$ cat src/rtl/cpu6_bus_cycle.sv
// External memory bus cycle controller for the CPU6 datapath: address setup, strobe,
// programmable wait states and a ready handshake with timeout, one request at a time.
module cpu6_bus_cycle #(
    parameter int WAIT_STATES = 0,
    parameter int TIMEOUT     = 255
) (
    input  logic        clock,
    input  logic        reset,
    input  logic        req,
    input  logic        we,
    input  logic [15:0] addr,
    input  logic [7:0]  wdata,
    output logic        busy,
    output logic        done,
    output logic        bus_error,
    output logic [7:0]  rdata,
    output logic [15:0] mem_addr,
    output logic [7:0]  mem_dout,
    output logic        mem_doe,
    output logic        mem_rd,
    output logic        mem_wr,
    input  logic [7:0]  mem_din,
    input  logic        mem_ready
);

    typedef enum logic [2:0] {IDLE, ADDR, STROBE, HOLD, DONE} state_t;

    localparam logic [3:0] WAIT_INIT = 4'(WAIT_STATES);
    localparam logic [7:0] TMO_INIT  = 8'(TIMEOUT);

    state_t      state_q, state_d;
    logic        we_q, we_d;
    logic [3:0]  wait_q, wait_d;
    logic [7:0]  tmo_q, tmo_d;
    logic        timed_out;

    logic        busy_q, busy_d;
    logic        done_q, done_d;
    logic        bus_error_q, bus_error_d;
    logic [7:0]  rdata_q, rdata_d;
    logic [15:0] mem_addr_q, mem_addr_d;
    logic [7:0]  mem_dout_q, mem_dout_d;
    logic        mem_doe_q, mem_doe_d;
    logic        mem_rd_q, mem_rd_d;
    logic        mem_wr_q, mem_wr_d;
    logic        strobe_d;

    // Every output is a flop, so a reset mid-cycle drops the strobes without a clock edge.
    always_ff @(posedge clock or posedge reset) begin
        if (reset) begin
            state_q     <= IDLE;
            we_q        <= 1'b0;
            wait_q      <= 4'd0;
            tmo_q       <= 8'd0;
            busy_q      <= 1'b0;
            done_q      <= 1'b0;
            bus_error_q <= 1'b0;
            rdata_q     <= 8'h00;
            mem_addr_q  <= 16'h0000;
            mem_dout_q  <= 8'h00;
            mem_doe_q   <= 1'b0;
            mem_rd_q    <= 1'b0;
            mem_wr_q    <= 1'b0;
        end else begin
            state_q     <= state_d;
            we_q        <= we_d;
            wait_q      <= wait_d;
            tmo_q       <= tmo_d;
            busy_q      <= busy_d;
            done_q      <= done_d;
            bus_error_q <= bus_error_d;
            rdata_q     <= rdata_d;
            mem_addr_q  <= mem_addr_d;
            mem_dout_q  <= mem_dout_d;
            mem_doe_q   <= mem_doe_d;
            mem_rd_q    <= mem_rd_d;
            mem_wr_q    <= mem_wr_d;
        end
    end

    always_comb begin
        state_d   = state_q;
        we_d      = we_q;
        wait_d    = wait_q;
        tmo_d     = tmo_q;
        timed_out = 1'b0;
        case (state_q)
            IDLE: begin
                if (req) begin
                    state_d = ADDR;
                    we_d    = we;
                end
            end
            ADDR: begin
                wait_d  = WAIT_INIT;
                state_d = STROBE;
            end
            STROBE: begin
                if (wait_q != 4'd0) begin
                    wait_d = wait_q - 4'd1;
                end else begin
                    tmo_d   = TMO_INIT;
                    state_d = HOLD;
                end
            end
            HOLD: begin
                if (mem_ready) begin
                    state_d = DONE;
                end else if (tmo_q > 8'd1) begin
                    tmo_d = tmo_q - 8'd1;
                end else begin
                    state_d   = DONE;
                    timed_out = 1'b1;
                end
            end
            DONE:    state_d = IDLE;
            default: state_d = IDLE;
        endcase
    end

    // Outputs are decoded from the next state so they line up with the state they describe.
    always_comb begin
        busy_d      = (state_d != IDLE);
        done_d      = (state_d == DONE);
        bus_error_d = timed_out;
        strobe_d    = (state_d == STROBE) || (state_d == HOLD);
        mem_rd_d    = strobe_d & ~we_d;
        mem_wr_d    = strobe_d & we_d;
        mem_doe_d   = (state_d != IDLE) & we_d;
        mem_addr_d  = mem_addr_q;
        mem_dout_d  = mem_dout_q;
        rdata_d     = rdata_q;
        if (state_q == IDLE && req) begin
            mem_addr_d = addr;
            mem_dout_d = wdata;
        end
        if (state_q == HOLD && !we_q) begin
            if (mem_ready) begin
                rdata_d = mem_din;
            end else if (timed_out) begin
                rdata_d = 8'hFF;
            end
        end
    end

    assign busy      = busy_q;
    assign done      = done_q;
    assign bus_error = bus_error_q;
    assign rdata     = rdata_q;
    assign mem_addr  = mem_addr_q;
    assign mem_dout  = mem_dout_q;
    assign mem_doe   = mem_doe_q;
    assign mem_rd    = mem_rd_q;
    assign mem_wr    = mem_wr_q;

endmodule

$ cat config.mk
export PLATFORM = sky130hd
export DESIGN_NAME = cpu6_bus_cycle
export DESIGN_NICKNAME = d
export VERILOG_FILES = /design/src/rtl/cpu6_bus_cycle.sv
export SDC_FILE = /design/constraint.sdc
export NUM_CORES = 1
export LEC_CHECK = 0
export CAP_MARGIN = 30
export CORE_ASPECT_RATIO = 1.4
export CORE_UTILIZATION = 46
export DETAILED_ROUTE_END_ITERATION = 10
export GPL_ROUTABILITY_DRIVEN = 0
export PLACE_DENSITY = 0.87
export SKIP_LAST_GASP = 1
export SLEW_MARGIN = 20
export SYNTH_ARGS = -nofsm -noshare
export SYNTH_HDL_FRONTEND = slang
export SYNTH_SLANG_ARGS = --single-unit
$ cat constraint.sdc
create_clock -name clock -period 2.5 [get_ports clock]
set_input_delay 0.5 -clock clock [delete_from_list [all_inputs] [get_ports clock]]
set_output_delay 0.5 -clock clock [all_outputs]
set_load 0.05 [all_outputs]
**Yosys cells after proc, flatten, opt, wreduce, memory -nomap -nowiden**

Cells that the tools add are included.

- Register bits: 54
- Bits in latches: 0
- RAM bits: 0
- ROM bits: 0
- Input port bits: 37
- Output and inout port bits: 38
- Logic and storage cells: 61
- Memories: 0

- Add/subtract/negate cells: 2
- $mul: 0
- Div/mod/pow operators: 0
- Order comparisons: 1
- Equal/unequal tests: 10
- Shift operators: 0
- Muxes and demuxes: 18
- Bitwise gates (word level): 4
- Reductions and logical operators: 13

Operator list:

| kind | count |
|---|---|
| two-way mux 8 bit | 5 |
| case mux 8 bit (2 select lines) | 1 |
| == test 3 x 2 -> 1 bit (second input constant) | 4 |
| two-way mux 3 bit | 4 |
| case mux 3 bit (4 select lines) | 1 |
| greater-than comparator 8 x 1 -> 1 bit (second input constant) | 1 |
| != test 2 bit (second input constant) | 4 |
| case mux 4 bit (2 select lines) | 1 |
| subtractor 8 x 1 -> 8 bit (second input constant) | 1 |
| nonzero test 2 bit | 3 |
| two-way mux 1 bit | 5 |
| two-way mux 4 bit | 1 |
| AND reduction 2 bit | 2 |
| AND reduction 4 bit | 1 |
| nonzero test 4 bit | 1 |
| subtractor 4 x 1 -> 4 bit (second input constant) | 1 |
| bitwise AND 1 bit | 3 |
| == test 3 x 1 -> 1 bit (second input constant) | 1 |
| == test 3 bit (second input constant) | 1 |
| logical NOT 3 bit | 1 |
| nonzero test 3 bit | 1 |
| logical AND 1 bit | 2 |
| logical NOT 1 bit | 1 |
| logical OR 1 bit | 1 |
| inverter 1 bit | 1 |

**Longest topological paths before layout**

- Depth after elaboration: 7
- Depth in mapped cells: 6
- Gate-level depth less buffers: 6

**Least setup slack after synthesis**

No wires, ideal clock.

- Path kind: register to register
- From: register wait_q[0]
- To: register tmo_q[1]
- Library setup time: 0.127 ns
- Arrival: 1.832 ns
- Data required time: 2.373 ns
- Setup slack: 0.542 ns
- Stages on the path, launching flop included: 7
- Buffers on the path: 0
- Period minus slack after synthesis: 1.958 ns
- Path through: dfrtp_1 -> inv_1 -> ha_1 -> or3b_2 -> nor4b_2 -> or2_0 -> a31oi_1

- Longest elaborated chain between the ends: 3

RTL lines:

| what | line | RTL |
|---|---|---|
| start, declared | 33 | `logic [3:0] wait_q, wait_d;` |
| start signal, assigned | 67 | `wait_q <= wait_d;` |
| nonzero test 4 bit | 99 | `if (wait_q != 4'd0) begin` |
| != test 2 bit (no source line) | - |  |
| AND reduction 4 bit (no source line) | - |  |
| end signal, assigned | 68 | `tmo_q <= tmo_d;` |
| end, declared | 34 | `logic [7:0] tmo_q, tmo_d;` |

No other way between the ends.
A chain may end at the register's enable or synchronous reset.

**Final worst setup path**

- From: register rdata_q[5] (netlist: rdata[5])
- To: output port rdata[5]

RTL lines:

| what | line | RTL |
|---|---|---|
| start, declared | 40 | `logic [7:0] rdata_q, rdata_d;` |
| start signal, assigned | 72 | `rdata_q <= rdata_d;` |
| end, declared | 16 | `output logic [7:0] rdata,` |

No word-level cell between the ends.

==> results.json <==
{
  "run_status": "finished clean",
  "cts-buffers-inserted": 5,
  "slowest_stage_cell_crit_path": "sky130_fd_sc_hd__clkdlybuf4s50_1",
  "routed_wl_mm": 4.57,
  "worst_hold_startpoint": "rdata[7]",
  "worst_margin_slew_ns": 0.526,
  "synth_area_leaders": "sky130_fd_sc_hd__dfrtp_1 59%, sky130_fd_sc_hd__mux2_2 12%, sky130_fd_sc_hd__o22a_1 3.0%",
  "power.switching_fraction": 0.464,
  "final_layout_size_suffix_gt1_frac": 0.182,
  "drt.antenna.violating_nets": 0,
  "floorplan.io_pins": 75,
  "cts_resized": 0,
  "clkLatencyLatePin_ns": 0.30,
  "hold_class": "reg2reg",
  "postPlaceCellArea_mm2": 0.00316,
  "initialDrtViolationCount": 69,
  "rsz0062_at_grt": "no",
  "starting_density": 0.475,
  "final.setup_skew_ns": 0.00295,
  "irDropWorstVdd_uv": 473,
  "synth.ff_latch_count": 54,
  "core_mm2": 0.00484,
  "layout-area-overhead-vs-synth_pct": 40.9,
  "leakagePower_nw": 1.29,
  "internal_power_mw": 2.33,
  "viasPerCell": 5.22,
  "cts_buffer_depth": 2,
  "htree_levels": 2,
  "synth_fp_nets": 219,
  "cts.sink_count": 54,
  "cell_family_with_most_cp_delay": "buffers and inverters",
  "yosys.cell_count.top_type": "sky130_fd_sc_hd__dfrtp_1",
  "path_cells": "clkdlybuf4s50_1",
  "vias": 1681,
  "via_count_of_the_first_global_routing_pass": 1657,
  "sum_of_net_half_perimeters_after_detailed_placement_mm": 3.36,
  "totalNegativeSetupSlack_ns": 0,
  "report.final.hold_viol_count": 0,
  "synth-seq-area-share": 0.588,
  "fmax_ghz": 0.503,
  "worstPathRequired_ns": 2.00,
  "slew_headroom": 0.649,
  "design.final.nets": 299,
  "yosys_warnings": 0,
  "critPathLaunchType": "flip-flop",
  "crit_type": "reg2out",
  "synth.cell_area_mm2": 0.00230,
  "synthesis.area_per_instance_um2": 12.9,
  "die_w_um": 61.8,
  "critPathBufInv": 1,
  "post_synthesis_cell_type_count": 38,
  "report.final.setup_viol": 0,
  "power_frac_seq": 0.333,
  "worst_setup_path_start": "rdata[5]",
  "syn_inst": 178,
  "worstPathMaxFanout": 2,
  "comb_power_share": 0.561,
  "post-place-ws_ns": 0.371,
  "power-per-cell-area_mw_per_mm2": 1340,
  "post-cts-setup-buffer-count": 0,
  "synth-edff-count": 0,
  "max_stage_delay_ns": 0.82,
  "drc": 0,
  "report.final.slew_viol_count": 0,
  "number_of_diodes_added_for_antenna_fixing": 0,
  "worst-r2r-setup-slack_ns": 0.54,
  "critPathCaptureType": "primary output",
  "synth_largest_type_area_fraction": 0.588,
  "design.die.area_mm2": 0.00529,
  "final_instance_count_without_filler_cells": 322,
  "worstReg2RegStart": "tmo_q[4]",
  "floorplan_row_count": 30,
  "synth_top_cells_by_count": "54 x sky130_fd_sc_hd__dfrtp_1, 24 x sky130_fd_sc_hd__mux2_2, 17 x sky130_fd_sc_hd__nor2_1",
  "grt_first_pass_wirelength_mm": 7.14,
  "timing.max_cap.violations": 0,
  "power.share.clock": 0.106,
  "worst_setup_hold_path_clk_slew_ns": 0.09,
  "design_area_mm2": 0.00324,
  "globalRouteTotalUtil": 0.182,
  "largest_net_degree_at_the_start_of_global_routing": 55,
  "synthArstFlopShare": 1.00,
  "cts_tree": "yes",
  "synth_area_leader_cell": "sky130_fd_sc_hd__dfrtp_1",
  "clk_root_buffer_cell": "sky130_fd_sc_hd__clkbuf_8",
  "power.net_switching_mw": 2.02,
  "setup_ws_ns": 0.512,
  "die_y_um": 85.7,
  "synth_flop_cell": "sky130_fd_sc_hd__dfrtp_1",
  "overflow": 0,
  "avgRoutedWirePerCell_um": 14.2,
  "period_needed_ns": 1.99,
  "grt_antenna_before_repair": 0,
  "port_buffers": 74,
  "final_min_period_over_clock_period": 0.795,
  "fin_total_pwr_mw": 4.35,
  "drt_first_pass_iters": 4,
  "dp.cells": 315,
  "cp_data_arrival_time_ns": 1.49,
  "ctsHoldBuffers": 0
}
## layout make-up
| cell class | count | area (um2) |
|---|---|---|
| Tap cell | 64 | 80.1 |
| Inverter | 7 | 26.3 |
| Timing Repair Buffer | 78 | 796 |
| Clock inverter | 2 | 15.0 |
| Fill cell | 337 | 1600 |
| Clock buffer | 5 | 68.8 |
| Multi-Input combinational cell | 112 | 903 |
| Sequential cell | 54 | 1350 |
## worst paths after layout
path | to | cells past startpoint
worst max-delay path | rdata[5] | 1
worst min-delay path | rdata[7] | 1
worst max register to register | tmo_q[7] | 4
worst min register to register | rdata[7] | 1
max in group asynchronous | busy | 3
min in group asynchronous | mem_addr[15] | 3
## flip-flops by register name (all words and copies together), names as in the netlist, 3 cells and up
register,cells
mem_addr,16
mem_dout,8
rdata,8
tmo_q,8
wait_q,4
state_q,3
## cell usage in the layout, fill, tap and decap left out, types with 3 or more instances in the layout
| cell type | instances |
|---|---|
| sky130_fd_sc_hd__clkdlybuf4s50_1 | 74 |
| sky130_fd_sc_hd__dfrtp_1 | 54 |
| sky130_fd_sc_hd__mux2_2 | 24 |
| sky130_fd_sc_hd__nor2_1 | 17 |
| sky130_fd_sc_hd__o22a_1 | 8 |
| sky130_fd_sc_hd__nor3_1 | 6 |
| sky130_fd_sc_hd__inv_1 | 6 |
| sky130_fd_sc_hd__nand2_1 | 5 |
| sky130_fd_sc_hd__mux2i_1 | 5 |
| sky130_fd_sc_hd__clkbuf_8 | 5 |
| sky130_fd_sc_hd__xor2_1 | 4 |
| sky130_fd_sc_hd__ha_1 | 4 |
| sky130_fd_sc_hd__nand2b_1 | 3 |
| sky130_fd_sc_hd__o21ai_0 | 3 |
| sky130_fd_sc_hd__nand3_1 | 3 |
| sky130_fd_sc_hd__a21oi_1 | 3 |
## cells by family (layout without fill, tap and decap cells)
family / after synthesis / count (layout) / share of synthesized area
AOI/OAI and AO/OA: 20 / 20 / 0.0707
adders and majority gates: 4 / 4 / 0.0218
xor gates and xnor gates: 4 / 4 / 0.0152
DFF: 54 / 54 / 0.588
muxes: 29 / 29 / 0.139
and+or+nand+nor: 55 / 55 / 0.142
buffers and inverters: 12 / 92 / 0.0234
## metal layers
metal  wire length, um  global-route usage  up-vias
met2              2390               0.334       55
met3               258              0.0377        6
met4                57              0.0707        0
met1              1860               0.193      829
li1                  -                   -      791
met5                 0                   0        -
## worst reg2reg max path, cell delays in order, from the launching register on
cell                       delay (ns)
sky130_fd_sc_hd__dfrtp_1         0.45
sky130_fd_sc_hd__or4_4           0.59
sky130_fd_sc_hd__o311ai_4        0.35
sky130_fd_sc_hd__nor3_1          0.09
sky130_fd_sc_hd__or3b_1          0.36
## through the flow
step	utilization	hold WS (ns)
detailed placement	0.652	0.476
global route	0.669	0.514
floorplan	-	0.482
CTS	0.669	0.497
finish	0.669	0.494
global placement	0.652	0.470
## power by group through the flow
stage	Clock, mW	Combinational (mW)	Sequential (mW)
detailed placement	0	2.45	1.47
global placement	0	2.42	1.44
CTS	0.478	2.46	1.45
finish	0.463	2.44	1.45
floorplan	0	0.636	2.45
global route	0.502	2.57	1.50
(Power assumes the default switching activity.)
